==> src/rtl/cas_prefetch_fifo.sv <==
// rtl/cas_prefetch_fifo.sv - SDRAM-to-CAS-serializer prefetch buffer
// Fetches image bytes during CPU refresh slots into a small FWFT FIFO.
module cas_prefetch_fifo #(
   parameter int DEPTH_LOG2 = 3,
   parameter int ADDR_W     = 21,
   parameter int TIMEOUT    = 255
) (
   input  logic                  clk,
   input  logic                  reset,
   input  logic                  rewind,
   input  logic [ADDR_W-1:0]     cas_size,
   input  logic                  sdram_available,
   output logic                  sdram_rd,
   output logic [ADDR_W-1:0]     sdram_addr,
   input  logic [7:0]            sdram_data,
   input  logic                  sdram_ready,
   input  logic                  byte_rd,
   output logic [7:0]            byte_out,
   output logic                  byte_valid,
   output logic [DEPTH_LOG2:0]   level,
   output logic                  eof,
   output logic                  fetch_err
);

   localparam int DEPTH = 2 ** DEPTH_LOG2;
   localparam int TW    = $clog2(TIMEOUT + 1);
   localparam logic [DEPTH_LOG2+1:0] FULL  = (DEPTH_LOG2+2)'(DEPTH);
   localparam logic [DEPTH_LOG2:0]   ONE_L = (DEPTH_LOG2+1)'(1);

   typedef enum logic [1:0] {IDLE, ISSUE, WAIT, DRAIN} state_t;

   state_t                  state, state_nx;
   logic [ADDR_W-1:0]       fetch_addr;
   logic [TW-1:0]           timer;
   logic [7:0]              mem [DEPTH];
   logic [DEPTH_LOG2-1:0]   wr_ptr, rd_ptr;
   logic                    push, pop, start, err_set, timed_out, inflight;
   logic [DEPTH_LOG2+1:0]   occupancy;

   // A request still in ISSUE/WAIT owns a FIFO slot; a drained one does not.
   assign inflight   = (state == ISSUE) || (state == WAIT);
   assign occupancy  = {1'b0, level} + (DEPTH_LOG2+2)'(inflight);
   assign timed_out  = (timer == TW'(TIMEOUT - 1)) && !sdram_ready;
   assign pop        = byte_rd && byte_valid && !rewind;
   assign byte_valid = (level != '0);
   assign byte_out   = byte_valid ? mem[rd_ptr] : 8'h00;
   assign sdram_rd   = (state != IDLE);

   always_comb begin
      state_nx = state;
      start    = 1'b0;
      push     = 1'b0;
      err_set  = 1'b0;
      case (state)
         IDLE: begin
            if ((fetch_addr < cas_size) && (occupancy < FULL) &&
                sdram_available && !rewind) begin
               state_nx = ISSUE;
               start    = 1'b1;
            end
         end
         ISSUE: state_nx = rewind ? DRAIN : WAIT;
         WAIT: begin
            if (sdram_ready) begin
               push     = !rewind;
               state_nx = IDLE;
            end else if (timed_out) begin
               err_set  = 1'b1;
               state_nx = IDLE;
            end else if (rewind) begin
               state_nx = DRAIN;
            end
         end
         DRAIN: begin
            if (sdram_ready) begin
               state_nx = IDLE;
            end else if (timed_out) begin
               err_set  = 1'b1;
               state_nx = IDLE;
            end
         end
         default: state_nx = IDLE;
      endcase
   end

   always_ff @(posedge clk or posedge reset) begin
      if (reset) begin
         state      <= IDLE;
         timer      <= '0;
         sdram_addr <= '0;
         fetch_addr <= '0;
         wr_ptr     <= '0;
         rd_ptr     <= '0;
         level      <= '0;
         eof        <= 1'b0;
         fetch_err  <= 1'b0;
      end else begin
         state <= state_nx;
         // Timer runs across WAIT->DRAIN so a drained request keeps its deadline.
         if (state == WAIT || state == DRAIN)
            timer <= timer + TW'(1);
         else
            timer <= '0;
         if (start)
            sdram_addr <= fetch_addr;
         if (err_set)
            fetch_err <= 1'b1;
         if (rewind) begin
            fetch_addr <= '0;
            wr_ptr     <= '0;
            rd_ptr     <= '0;
            level      <= '0;
            eof        <= 1'b0;
         end else begin
            if (push) begin
               wr_ptr     <= wr_ptr + DEPTH_LOG2'(1);
               fetch_addr <= fetch_addr + ADDR_W'(1);
            end
            if (pop)
               rd_ptr <= rd_ptr + DEPTH_LOG2'(1);
            case ({push, pop})
               2'b10:   level <= level + ONE_L;
               2'b01:   level <= level - ONE_L;
               default: level <= level;
            endcase
            eof <= (fetch_addr == cas_size) && (level == '0);
         end
      end
   end

   always_ff @(posedge clk) begin
      if (push)
         mem[wr_ptr] <= sdram_data;
   end

endmodule
==> config.mk <==
export PLATFORM = sky130hd
export DESIGN_NAME = cas_prefetch_fifo
export DESIGN_NICKNAME = d
export VERILOG_FILES = /design/src/rtl/cas_prefetch_fifo.sv
export SDC_FILE = /design/constraint.sdc
export NUM_CORES = 1
export LEC_CHECK = 0
export ABC_AREA = 1
export CORE_MARGIN = 2
export CORE_UTILIZATION = 51
export DETAILED_ROUTE_END_ITERATION = 7
export PLACE_DENSITY_LB_ADDON = 0.15
export SLEW_MARGIN = 5
export SYNTH_ARGS = -nofsm -noshare
export SYNTH_HDL_FRONTEND = slang
export SYNTH_SLANG_ARGS = --single-unit
==> constraint.sdc <==
create_clock -name clk -period 2.19 [get_ports clk]
set_input_delay 0.219 -clock clk [delete_from_list [all_inputs] [get_ports clk]]
set_output_delay 0.219 -clock clk [all_outputs]
set_load 0.01 [all_outputs]
=== Word level (Yosys, flattened, before mapping) ===
Memories as Yosys holds them, arrays and structs flattened.
Cells that the tools add are included.

* Register bits after elaboration: 64
* Memories: 1
* RAM bits: 64
* Output and inout bits: 37
* Word-level logic and storage cells: 77

{| class="wikitable"
|+ Memory list
! name !! words !! bits a word !! read ports !! clocked after memory_dff !! write ports !! line !! RTL
|-
| mem || 8 || 8 || 1 || 0 || 1 || 35 || <nowiki>logic [7:0] mem [DEPTH];</nowiki>
|}

* Add/sub/neg operators: 7
* Equal/unequal tests: 10
* Mux-type cells: 28
* $lt $le $gt $ge: 2
* Reduce and logical (&&, ||, !) cells: 20

{| class="wikitable"
|+ Operator list
! kind !! number
|-
| $mux 21 || 2
|-
| $add 21x1->21 const B || 1
|-
| $eq 21x21->1 || 1
|-
| $lt 21x21->1 || 1
|-
| $mux 8 || 2
|-
| $mux 2 || 6
|-
| $mux 3 || 4
|-
| $mux 1 || 11
|-
| $add 8x1->8 const B || 1
|-
| $eq 8x8->1 const B || 1
|-
| $pmux 2 s4 || 1
|-
| $pmux 4 s2 || 1
|-
| $logic_and 1x1->1 || 7
|-
| $add 3x1->3 const B || 2
|-
| $eq 2x2->1 const B || 3
|-
| $reduce_bool 2->1 || 3
|-
| $add 4x1->5 || 1
|-
| $lt 5x4->1 const B || 1
|-
| $add 4x1->4 const B || 1
|-
| $eq 2x1->1 const B || 2
|-
| $logic_not 4->1 || 1
|-
| $mux 4 || 1
|-
| $ne 4x4->1 const B || 1
|-
| $reduce_bool 4->1 || 1
|-
| other kinds (9) || 11
|}

=== Longest topological paths before layout ===
Gate-level depths: netlist (run 1).

* Word-level depth: 9
* Mapped depth: 14
* Gate-level depth less buffers: 14

=== Worst setup path before layout (run 1) ===
No wires, ideal clock.

* Path type: flip-flop to flip-flop
* Start point: reg state[0]
* End point: mem mem[0][0], enable pin
* Data arrival time: 1.792 ns
* Cell stages (with the launch flop): 11
* Library setup time: 0.370 ns
* Required time: 1.820 ns
* Setup slack: 0.028 ns
* Period minus slack after synthesis: 2.162 ns
* Path through: dfrtp_1 > inv_1 > ha_1 > inv_2 > nor2_2 > nand2_1 > buf_2 > inv_2 > buf_4 > nand2_1 > nor2_1

* Longest elaborated chain between the ends: 4

{| class="wikitable"
|+ Ends and longest elaborated chain
! what !! line !! RTL
|-
| start: declaration || 32 || <nowiki>state_t state, state_nx;</nowiki>
|-
| start signal: assignment || 98 || <nowiki>state <= state_nx;</nowiki>
|-
| $eq 2x2->1 || 54 || <nowiki>case (state)</nowiki>
|-
| $mux 1 || 54 ||
|-
| $mux 1 || 132 || <nowiki>if (push)</nowiki>
|-
| $mux 1 (not written as such) || 133 || <nowiki>mem[wr_ptr] <= sdram_data;</nowiki>
|-
| end: declaration || 35 ||
|}

Every way passes these cells.

=== Worst setup path in the final report (run 1) ===
* Start point: reg state[1]
* End point: out sdram_rd

* Longest elaborated chain between the ends: 1

{| class="wikitable"
|+ Ends and longest elaborated chain
! what !! line !! RTL
|-
| $reduce_bool 2->1 || 47 || <nowiki>assign sdram_rd = (state != IDLE);</nowiki>
|-
| end: declaration || 13 || <nowiki>output logic sdram_rd,</nowiki>
|}

Every way passes these cells.

==> impl_metrics.yaml, run 1 <==
final_layout:
  antennaDiodeCount: 0
  drive_gt1_frac: 0.169
  fin_cells: 1012
  layout.nets: 900
  nFillCells: 933
  areaGrowthSynthToFinish_pct: 31.4
  final_area_mm2: 0.00839
routing:
  drc: 0
  drt_iter0_drc: 396
  routed_wl_um: 15600
  routedWlPerCell_um: 15.4
  ant_nets: 0
  detailroute.via_count: 5347
  drtPass1Iterations: 6
  via_per_inst: 5.28
floorplanning:
  dieArea_mm2: 0.0134
  num_rows: 40
  die_w_um: 116
  die_y_um: 116
  start_util: 0.527
  core-area_mm2: 0.0121
  num_io_pins: 72
yosys:
  ys.warnings.count: 0
  synthTopCellsByCount: "141 x nand2_1, 93 x nor2_1, 76 x inv_1"
  yosysMostFrequentCell: "nand2_1"
  netlist.area_leader.share: 0.301
  synthTopCellsByArea: "edfxtp_1 30%, dfrtp_1 25%, nand2_1 8.3%, ha_1 6.5%, nor2_1 5.5%"
  synth-edff-count: 64
  mappedNetlistArea_mm2: 0.00638
  ys_seq_elements: 128
  synth.avg_cell_area_um2: 9.16
  synth_fp_nets: 766
  async_flop_share: 0.500
  ys.flop_type: "edfxtp_1"
  yosys.area.top_type: "edfxtp_1"
  yosysSeqAreaShare: 0.552
  synth_cell_types: 35
  syn_inst: 697
global_routing:
  met1_usage: 0.329
  antenna_found_initial: 0
  use_met3: 0.0586
  grt_max_degree: 23
  gr-total-overflow: 0
  grtUsageMet2: 0.385
  grt_pass1_vias: 5129
  grt_pass1_wl_um: 24900
  top_usage_layer: "met2"
  grt.total_usage: 0.242
sta:
  fin_crit_ps: 2150
  finalHoldViolCount: 0
  tightest_slew_ps: 460
  whs_ps: 132
  maxSlewHeadroom: 0.692
  slew_viol_final: 0
  max_freq_mhz: 466
  fin_crit_sh: 0.981
  finalSetupViolCount: 0
  clock_skew_ps: 10.2
  rsz0062_at_grt: "true"
power:
  vdd_drop_max_mv: 0.699
  seqPwrFrac: 0.352
  power_density_mw_per_mm2: 933
  power_frac_clock: 0.363
  switching_power_mw: 2.48
  p_int_mw: 5.35
  power_mw: 7.83
  combPwrFrac: 0.285
  p_leak_nw: 3.83
  swShare: 0.317
setup_path:
  critPathKind: "reg -> out"
  cp-end-kind: "output pin"
  worstPathRequired_ps: 1970
  slowest_delay_ps: 560
  crit_family: "buffers and inverters"
  cp_slowest_cell: "clkdlybuf4s50_1"
  path_max_fanout: 13
  crit_buf_inv: 3
  startpoint_type: "register"
  worst_ep_arrival_time_ps: 1930
  cp_cell_sequence: "inv_1, ha_2, inv_6, clkdlybuf4s50_1"
outcome:
  status: "finished, final reports clean"
clock_tree:
  clk_pin_slew_ps: 60
  clock_latency_ps: 410
  cts_root_buffer: "clkbuf_16"
  clock-sinks: 128
  htreeDepth: 4
  clock_path_buffers: 2
  cts_tree: "built"
  hold_buffers: 0
  cts_buffers: 17
run:
  drv_cap: 0
hold_path:
  hp-class: "in -> async"
placement:
  dpl.hpwl_um: 10800
  routabilityCongestion: 0.861
  dp.cells: 976
  numPortBuffers: 71
  placedInstanceArea_mm2: 0.00769
## path summary, 6_finish.rpt
check,startpoint,to,slack (ps),depth (start not counted)
hold reg to reg,fetch_err$_DFFE_PP0P_,fetch_err$_DFFE_PP0P_,470,1
setup reg to reg,state[0]$_DFFE_PP0P_,mem[2][7]$_DFFE_PP_,150,10
min in group clk,fetch_err$_DFFE_PP0P_,fetch_err$_DFFE_PP0P_,470,1
max in group asynchronous,reset,rd_ptr[0]$_DFFE_PP0P_,1490,3
setup / recovery,state[1]$_DFFE_PP0P_,sdram_rd,40,4
hold / removal,reset,fetch_err$_DFFE_PP0P_,130,2
## worst reg2reg max path, stage by stage, from the launching register on
cell and delay, ps:
dfrtp_1 390, inv_2 80, ha_2 190, inv_2 40
nor2_2 100, nand2_2 100, buf_4 190, inv_2 80
nand2_1 110, nor2_1 270, buf_4 220
## metrics by stage
step | TNS [ps] | worst slack, ps | utilization
detailed placement | -9410 | -449 | 0.635
CTS | 0 | 4.53 | 0.686
global route | -59.9 | -40.3 | 0.693
finish | 0 | 41.9 | 0.693
global placement | -7610 | -346 | 0.635
floorplan | 0 | 27.5 | -
## state kept, by name, summed over array words and instances, names as in the netlist
| register | flops |
|---|---|
| timer | 8 |
| rd_ptr | 3 |
| fetch_addr | 21 |
| fetch_err | 1 |
| mem | 64 |
| level | 4 |
| wr_ptr | 3 |
| sdram_addr | 21 |
| eof | 1 |
| state | 2 |
## metal layers
layer	vias to the layer above	routed length, µm
li1	2607	-
met1	2513	6870
met2	200	7280
met3	27	1170
met4	0	284
met5	-	0
## layout make-up
class	instances	area, µm²	area share
flip-flops and latches	128	3520	0.420
repair inverters	1	7.51	0.000895
repair buffers	135	1220	0.145
well taps	168	210	0.0251
inverters	85	327	0.0389
clock buffers	19	433	0.0516
multi-input cells	463	2510	0.299
clock inverters	13	161	0.0192
## placed cells by master, fill, tap and decap left out, drive strengths merged, types with 11 or more instances in the layout
| cell type | netlist | routed |
|---|---|---|
| dfrtp | 64 | 64 |
| inv | 85 | 87 |
| o22ai | 11 | 11 |
| nor2 | 99 | 100 |
| ha | 33 | 33 |
| clkdlybuf4s50 | 0 | 63 |
| o21ai | 87 | 87 |
| clkbuf | 13 | 25 |
| nand3 | 28 | 28 |
| a21oi | 20 | 20 |
| nor3 | 12 | 12 |
| buf | 9 | 65 |
| edfxtp | 64 | 64 |
| nand2 | 144 | 144 |
## repair_timing
action | CTS | global route
setup buffers | 1 | 1
resized for setup | 16 | 35
cloned | 1 | 1
pin swaps | 0 | 3
setup endpoints to repair | 31 | 33
## power by group through the flow
| stage | clock network, mW | logic (mW) | registers [mW] |
|---|---|---|---|
| 2_1_floorplan | 0 | 1.15 | 2.80 |
| 3_3_place_gp | 0 | 2.06 | 2.78 |
| 3_5_place_dp | 0 | 2.13 | 2.79 |
| 4_1_cts | 2.86 | 2.15 | 2.75 |
| 5_1_grt | 2.96 | 2.47 | 2.77 |
| 6_report | 2.84 | 2.23 | 2.76 |
## kinds of logic (layout without fill, tap and decap cells)
family                   count (synthesis)  count (layout)  synth area share
buffers and inverters                  107             253            0.0659
AND/OR/NAND/NOR                        293             294             0.200
XOR/XNOR                                 3               3           0.00412
flip-flops                             128             128             0.552
adder cells (fa/ha/maj)                 34              34            0.0678
AO/OA/AOI/OAI                          132             132             0.111
No activity file was read; power rests on OpenSTA's default activity.
==> inputs of run 2 (changes only) <==
- CORE_UTILIZATION: 51 -> 35
- SLEW_MARGIN: 5 -> not set
- clock period: 2.19 -> 2.2 ns (I/O delays scaled with it)
==> run 2 against run 1 <==
Effect of this change: hold slack better by 28 ps; flip-flop and latch count did not move; clock power is 4% higher; critical path type unchanged.
==> impl_metrics.yaml, run 2 (same netlist as run 1, synthesis figures left out) <==
outcome:
  status: "finished, final reports clean"
sta:
  whs_ps: 160
  rsz0062_at_grt: "true"
  fin_crit_ps: 2090
  finalHoldViolCount: 0
  maxSlewHeadroom: 0.668
  max_freq_mhz: 479
  finalSetupViolCount: 0
  clock_skew_ps: 9.37
  fin_crit_sh: 0.949
  slew_viol_final: 0
  tightest_slew_ps: 496
clock_tree:
  cts_tree: "built"
  clock_latency_ps: 420
  hold_buffers: 0
  cts_buffers: 17
  clk_pin_slew_ps: 60
  cts_root_buffer: "clkbuf_16"
  clock_path_buffers: 2
  htreeDepth: 4
  clock-sinks: 128
final_layout:
  fin_cells: 1063
  layout.nets: 890
  final_common_cell: "nand2_1"
  areaGrowthSynthToFinish_pct: 31.9
  reg.largest.list: "mem: 64 flops, fetch_addr: 21 flops, sdram_addr: 21 flops"
  drive_gt1_frac: 0.155
  antennaDiodeCount: 0
  largest_reg_flops: 64
  largest_register: "mem"
  seq_area_mm2: 0.00352
  multiInputGateArea_mm2: 0.00250
  nFillCells: 1709
  mostFrequentLayoutCells: "140 x nand2_1, 89 x nor2_1, 74 x inv_1, 64 x edfxtp_1"
power:
  swShare: 0.312
  p_int_mw: 5.44
  combPwrFrac: 0.283
  p_leak_nw: 3.82
  seqPwrFrac: 0.344
  power_frac_clock: 0.374
  switching_power_mw: 2.47
  power_mw: 7.90
  power_density_mw_per_mm2: 939
  vdd_drop_max_mv: 0.573
setup_path:
  cp-end-kind: "output pin"
  crit_family: "compound AO/OA/AOI/OAI gates"
  reg2reg_depth: 14
  reg2reg_slack_ps: 110
  startpoint_type: "register"
  crit-reg2reg-launch: "state[0]$_DFFE_PP0P_"
  cp_slowest_cell: "dfrtp_1"
  critPathKind: "reg -> out"
  worst_ep_arrival_time_ps: 1870
  crit_buf_inv: 3
  worstPathRequired_ps: 1980
  critPathMostFrequentCell: "o21ai_0"
  reg2reg_to: "level[3]$_DFFE_PP0P_"
  slowest_delay_ps: 420
  path_max_fanout: 5
  cp_cell_sequence: "inv_2, buf_4, o21ai_0, o22ai_1, o21ai_0, a31oi_1, clkbuf_2"
floorplanning:
  num_io_pins: 72
  num_rows: 49
  core-area_mm2: 0.0179
  start_util: 0.357
  die_y_um: 139
  dieArea_mm2: 0.0193
  die_w_um: 139
routing:
  via_per_inst: 4.93
  detailroute.via_count: 5238
  routed_wl_um: 16400
  ant_nets: 0
  drt_iter0_drc: 392
  drtPass1Iterations: 5
  routedWlPerCell_um: 15.4
  drc: 0
placement:
  numPortBuffers: 71
  dpl.hpwl_um: 11600
  dp.cells: 1029
  routabilityCongestion: 0.838
hold_path:
  hp-class: "in -> async"
global_routing:
  gr-total-overflow: 0
  antenna_found_initial: 0
  grt_pass1_wl_um: 26700
  grt_max_degree: 23
  grt.total_usage: 0.175
  grt_pass1_vias: 5282
run:
  drv_cap: 0
## run 2: cell count changes in the layout (fill, tap and decap cells not counted), sizes merged
cell / previous run / this run
inv: 87 / 88
buf: 65 / 55
clkdlybuf4s15: 1 / 0
bufinv: 3 / 4
dlymetal6s2s: 0 / 2
clkinv: 8 / 5
## run 2: what timing repair did
item,in CTS,in global routing
pin swaps,0,3
cloned,0,1
resized for setup,14,26
buffers inserted,1,0
endpoints found under the setup margin,30,32
## run 2: layer usage
| metal | vias up | wire (µm) | global-route usage | share of wire |
|---|---|---|---|---|
| li1 | 2577 | - | - | - |
| met1 | 2530 | 7820 | 0.239 | 0.48 |
| met2 | 111 | 7610 | 0.272 | 0.46 |
| met3 | 20 | 722 | 0.0442 | 0.044 |
| met4 | 0 | 243 | 0.0611 | 0.015 |
| met5 | - | 0 | 0 | 0 |
## run 2: worst register-to-register path: cells and delay by family (launching register included)
kind | cells | cell delay (ps)
compound gates | 1 | 130
xor+xnor | 2 | 310
fa+ha+maj | 2 | 450
buf+inv | 2 | 110
flops | 1 | 360
simple gates | 7 | 620
## run 2: layout make-up
cell class	count	share of cell area
inverters	85	0.0385
multi-input cells	463	0.297
clock buffers	19	0.0514
repair buffers	126	0.138
clock inverters	13	0.0220
well taps	229	0.0340
flip-flops and latches	128	0.419
## run 2: how the worst max path moves through the flow
stage	slack [ps]	endpoint	from	cells past startpoint
5_1_grt	-50	level[3]$_DFFE_PP0P_	state[0]$_DFFE_PP0P_	14
2_1_floorplan	40	mem[0][0]$_DFFE_PP_	state[0]$_DFFE_PP0P_	10
3_3_place_gp	-480	sdram_addr[16]$_DFFE_PP0P_	cas_size[14]	12
4_1_cts	-210	byte_out[3]	rd_ptr[0]$_DFFE_PP0P_	6
3_5_place_dp	-560	sdram_addr[16]$_DFFE_PP0P_	cas_size[14]	12
6_report	110	byte_out[1]	rd_ptr[0]$_DFFE_PP0P_	7
## run 2: power by group through the flow
stage	registers, mW	logic (mW)	clock network, mW
after floorplan	2.79	1.14	0
after global placement	2.76	2.21	0
after detailed placement	2.76	2.24	0
after CTS	2.72	2.23	3.01
after global routing	2.73	2.49	3.11
final	2.72	2.23	2.95
## run 2: through the flow
step	setup slack [ps]	setup TNS [ps]	area, µm²	util
4_1_cts	-211	-430	8370	0.468
3_3_place_gp	-483	-9720	7730	0.432
2_1_floorplan	37.5	0	6380	-
3_5_place_dp	-557	-11190	7730	0.432
6_report	113	0	8420	0.470
5_1_grt	-50.3	-82.4	8420	0.470
==> inputs of run 3 (changes only) <==
- CORE_UTILIZATION: 35 -> 50
==> run 3 against run 2 <==
Effect of this change: via count is 1.4% lower; clock skew is 1.9 ps lower; register-to-register slack better by 20 ps; largest power group is now registers.
==> impl_metrics.yaml, run 3 (same netlist as run 1, synthesis figures left out) <==
placement:
  numPortBuffers: 71
  dp.cells: 964
  pre_cts_ws_ps: -118
  routabilityCongestion: 0.866
  dpl.hpwl_um: 10500
  placedInstanceArea_mm2: 0.00763
final_layout:
  antennaDiodeCount: 0
  fin_cells: 998
  reg.largest.list: "mem: 64 flops, fetch_addr: 21 flops, sdram_addr: 21 flops"
  largest_register: "mem"
  largest_reg_flops: 64
  areaGrowthSynthToFinish_pct: 29.2
  mostFrequentLayoutCells: "139 x nand2_1, 90 x nor2_1, 74 x inv_1, 64 x edfxtp_1"
  final_area_mm2: 0.00825
  layout.nets: 882
  drive_gt1_frac: 0.145
  final_common_cell: "nand2_1"
clock_tree:
  htreeDepth: 4
  clk_pin_slew_ps: 50
  clock_latency_ps: 420
  cts_buffers: 17
  cts_root_buffer: "clkbuf_16"
  clock-sinks: 128
  cts_tree: "built"
  clock_path_buffers: 2
sta:
  tightest_slew_ps: 484
  fin_crit_sh: 0.954
  finalHoldViolCount: 0
  setup_slack_ps: 101
  slew_viol_final: 0
  clock_skew_ps: 7.42
  rsz0062_at_grt: "true"
  maxSlewHeadroom: 0.676
  fin_crit_ps: 2100
  max_freq_mhz: 477
  finalSetupViolCount: 0
power:
  p_int_mw: 5.27
  vdd_drop_max_mv: 0.695
  seqPwrFrac: 0.359
  combPwrFrac: 0.284
  power_frac_clock: 0.358
  switching_power_mw: 2.36
  power_density_mw_per_mm2: 925
  p_leak_nw: 3.74
  swShare: 0.309
floorplanning:
  die_y_um: 117
  dieArea_mm2: 0.0137
  num_rows: 41
  num_io_pins: 72
  die_w_um: 117
  core-area_mm2: 0.0125
  start_util: 0.510
setup_path:
  path_max_fanout: 20
  critPathKind: "reg -> out"
  reg2reg_slack_ps: 130
  cp-end-kind: "output pin"
  worst_ep_arrival_time_ps: 1880
  worstPathRequired_ps: 1980
  startpoint_type: "register"
routing:
  via_per_inst: 5.17
  routedWlPerCell_um: 15.2
  drt_iter0_drc: 289
  detailroute.via_count: 5164
  ant_nets: 0
  drtPass1Iterations: 6
  routed_wl_um: 15100
  drc: 0
global_routing:
  grt_max_degree: 65
  grt_pass1_wl_um: 24500
  antenna_found_initial: 0
  grt.total_usage: 0.238
  gr-total-overflow: 0
  grt_pass1_vias: 4970
run:
  drv_cap: 0
hold_path:
  hp-class: "in -> async"
outcome:
  status: "finished, final reports clean"
==> run 3: cell count changes in the layout (fill, tap and decap cells not counted), sizes merged <==
cell,delta
inv,-4
clkbuf,+1
clkinvlp,+1
clkdlybuf4s15,+1
nor2,-1
dlygate4sd2,+2
buf,-6
bufinv,-2
dlymetal6s2s,-2
clkinv,+2
==> run 3: worst paths after layout <==
path / cells past startpoint / end / start
setup / recovery: 7 / byte_out[5] / rd_ptr[0]$_DFFE_PP0P_
max in group asynchronous: 3 / rd_ptr[0]$_DFFE_PP0P_ / reset
hold / removal: 3 / sdram_addr[17]$_DFFE_PP0P_ / reset
setup reg to reg: 14 / level[3]$_DFFE_PP0P_ / state[0]$_DFFE_PP0P_
min in group clk: 3 / rd_ptr[2]$_DFFE_PP0P_ / byte_rd
hold reg to reg: 1 / fetch_err$_DFFE_PP0P_ / fetch_err$_DFFE_PP0P_
==> run 3: layer usage <==
metal / routed length, µm / up-vias / global-route usage
met5: 0 / - / 0
met4: 184 / 0 / 0.0675
met3: 808 / 14 / 0.0608
met2: 7110 / 150 / 0.371
met1: 7020 / 2444 / 0.333
li1: - / 2556 / -
==> run 3: power groups by stage <==
stage / clock network, mW / registers (mW) / logic (mW)
floorplan: 0 / 2.79 / 1.14
global placement: 0 / 2.76 / 2.13
detailed placement: 0 / 2.77 / 2.17
CTS: 2.76 / 2.73 / 2.13
global route: 2.88 / 2.75 / 2.41
finish: 2.73 / 2.74 / 2.16
==> run 3: through the flow <==
stage | util | power, mW | hold WS, ps | TNS [ps]
3_3_place_gp | 0.609 | 4.90 | 449 | -716
6_report | 0.659 | 7.63 | 175 | 0
2_1_floorplan | - | 3.93 | 319 | 0
4_1_cts | 0.656 | 7.63 | 205 | -8.24
5_1_grt | 0.659 | 8.04 | 230 | -69.8
3_5_place_dp | 0.609 | 4.94 | 482 | -1550
==> run 3: repair_timing <==
item,CTS,global route
hold buffers,0,0
gates resized for setup,12,25
pin swaps,0,4
setup endpoints to repair,8,12
setup buffers,0,2
cloned,0,0
==> run 3: final cells by class <==
| class | count | area, µm² |
|---|---|---|
| Clock buffer | 22 | 464 |
| Clock inverter | 10 | 113 |
| Fill cell | 1017 | 4270 |
| Inverter | 85 | 324 |
| Multi-Input combinational cell | 462 | 2480 |
| Sequential cell | 128 | 3520 |
| Tap cell | 172 | 215 |
| Timing Repair Buffer | 119 | 1130 |
==> run 3: worst max-delay path, stage by stage (launching register included) <==
cell,delay [ps]
dfrtp_2,440
inv_2,110
buf_12,160
nor2_1,50
o22ai_1,160
o21ai_1,80
a31oi_1,190
clkdlybuf4s15_1,270
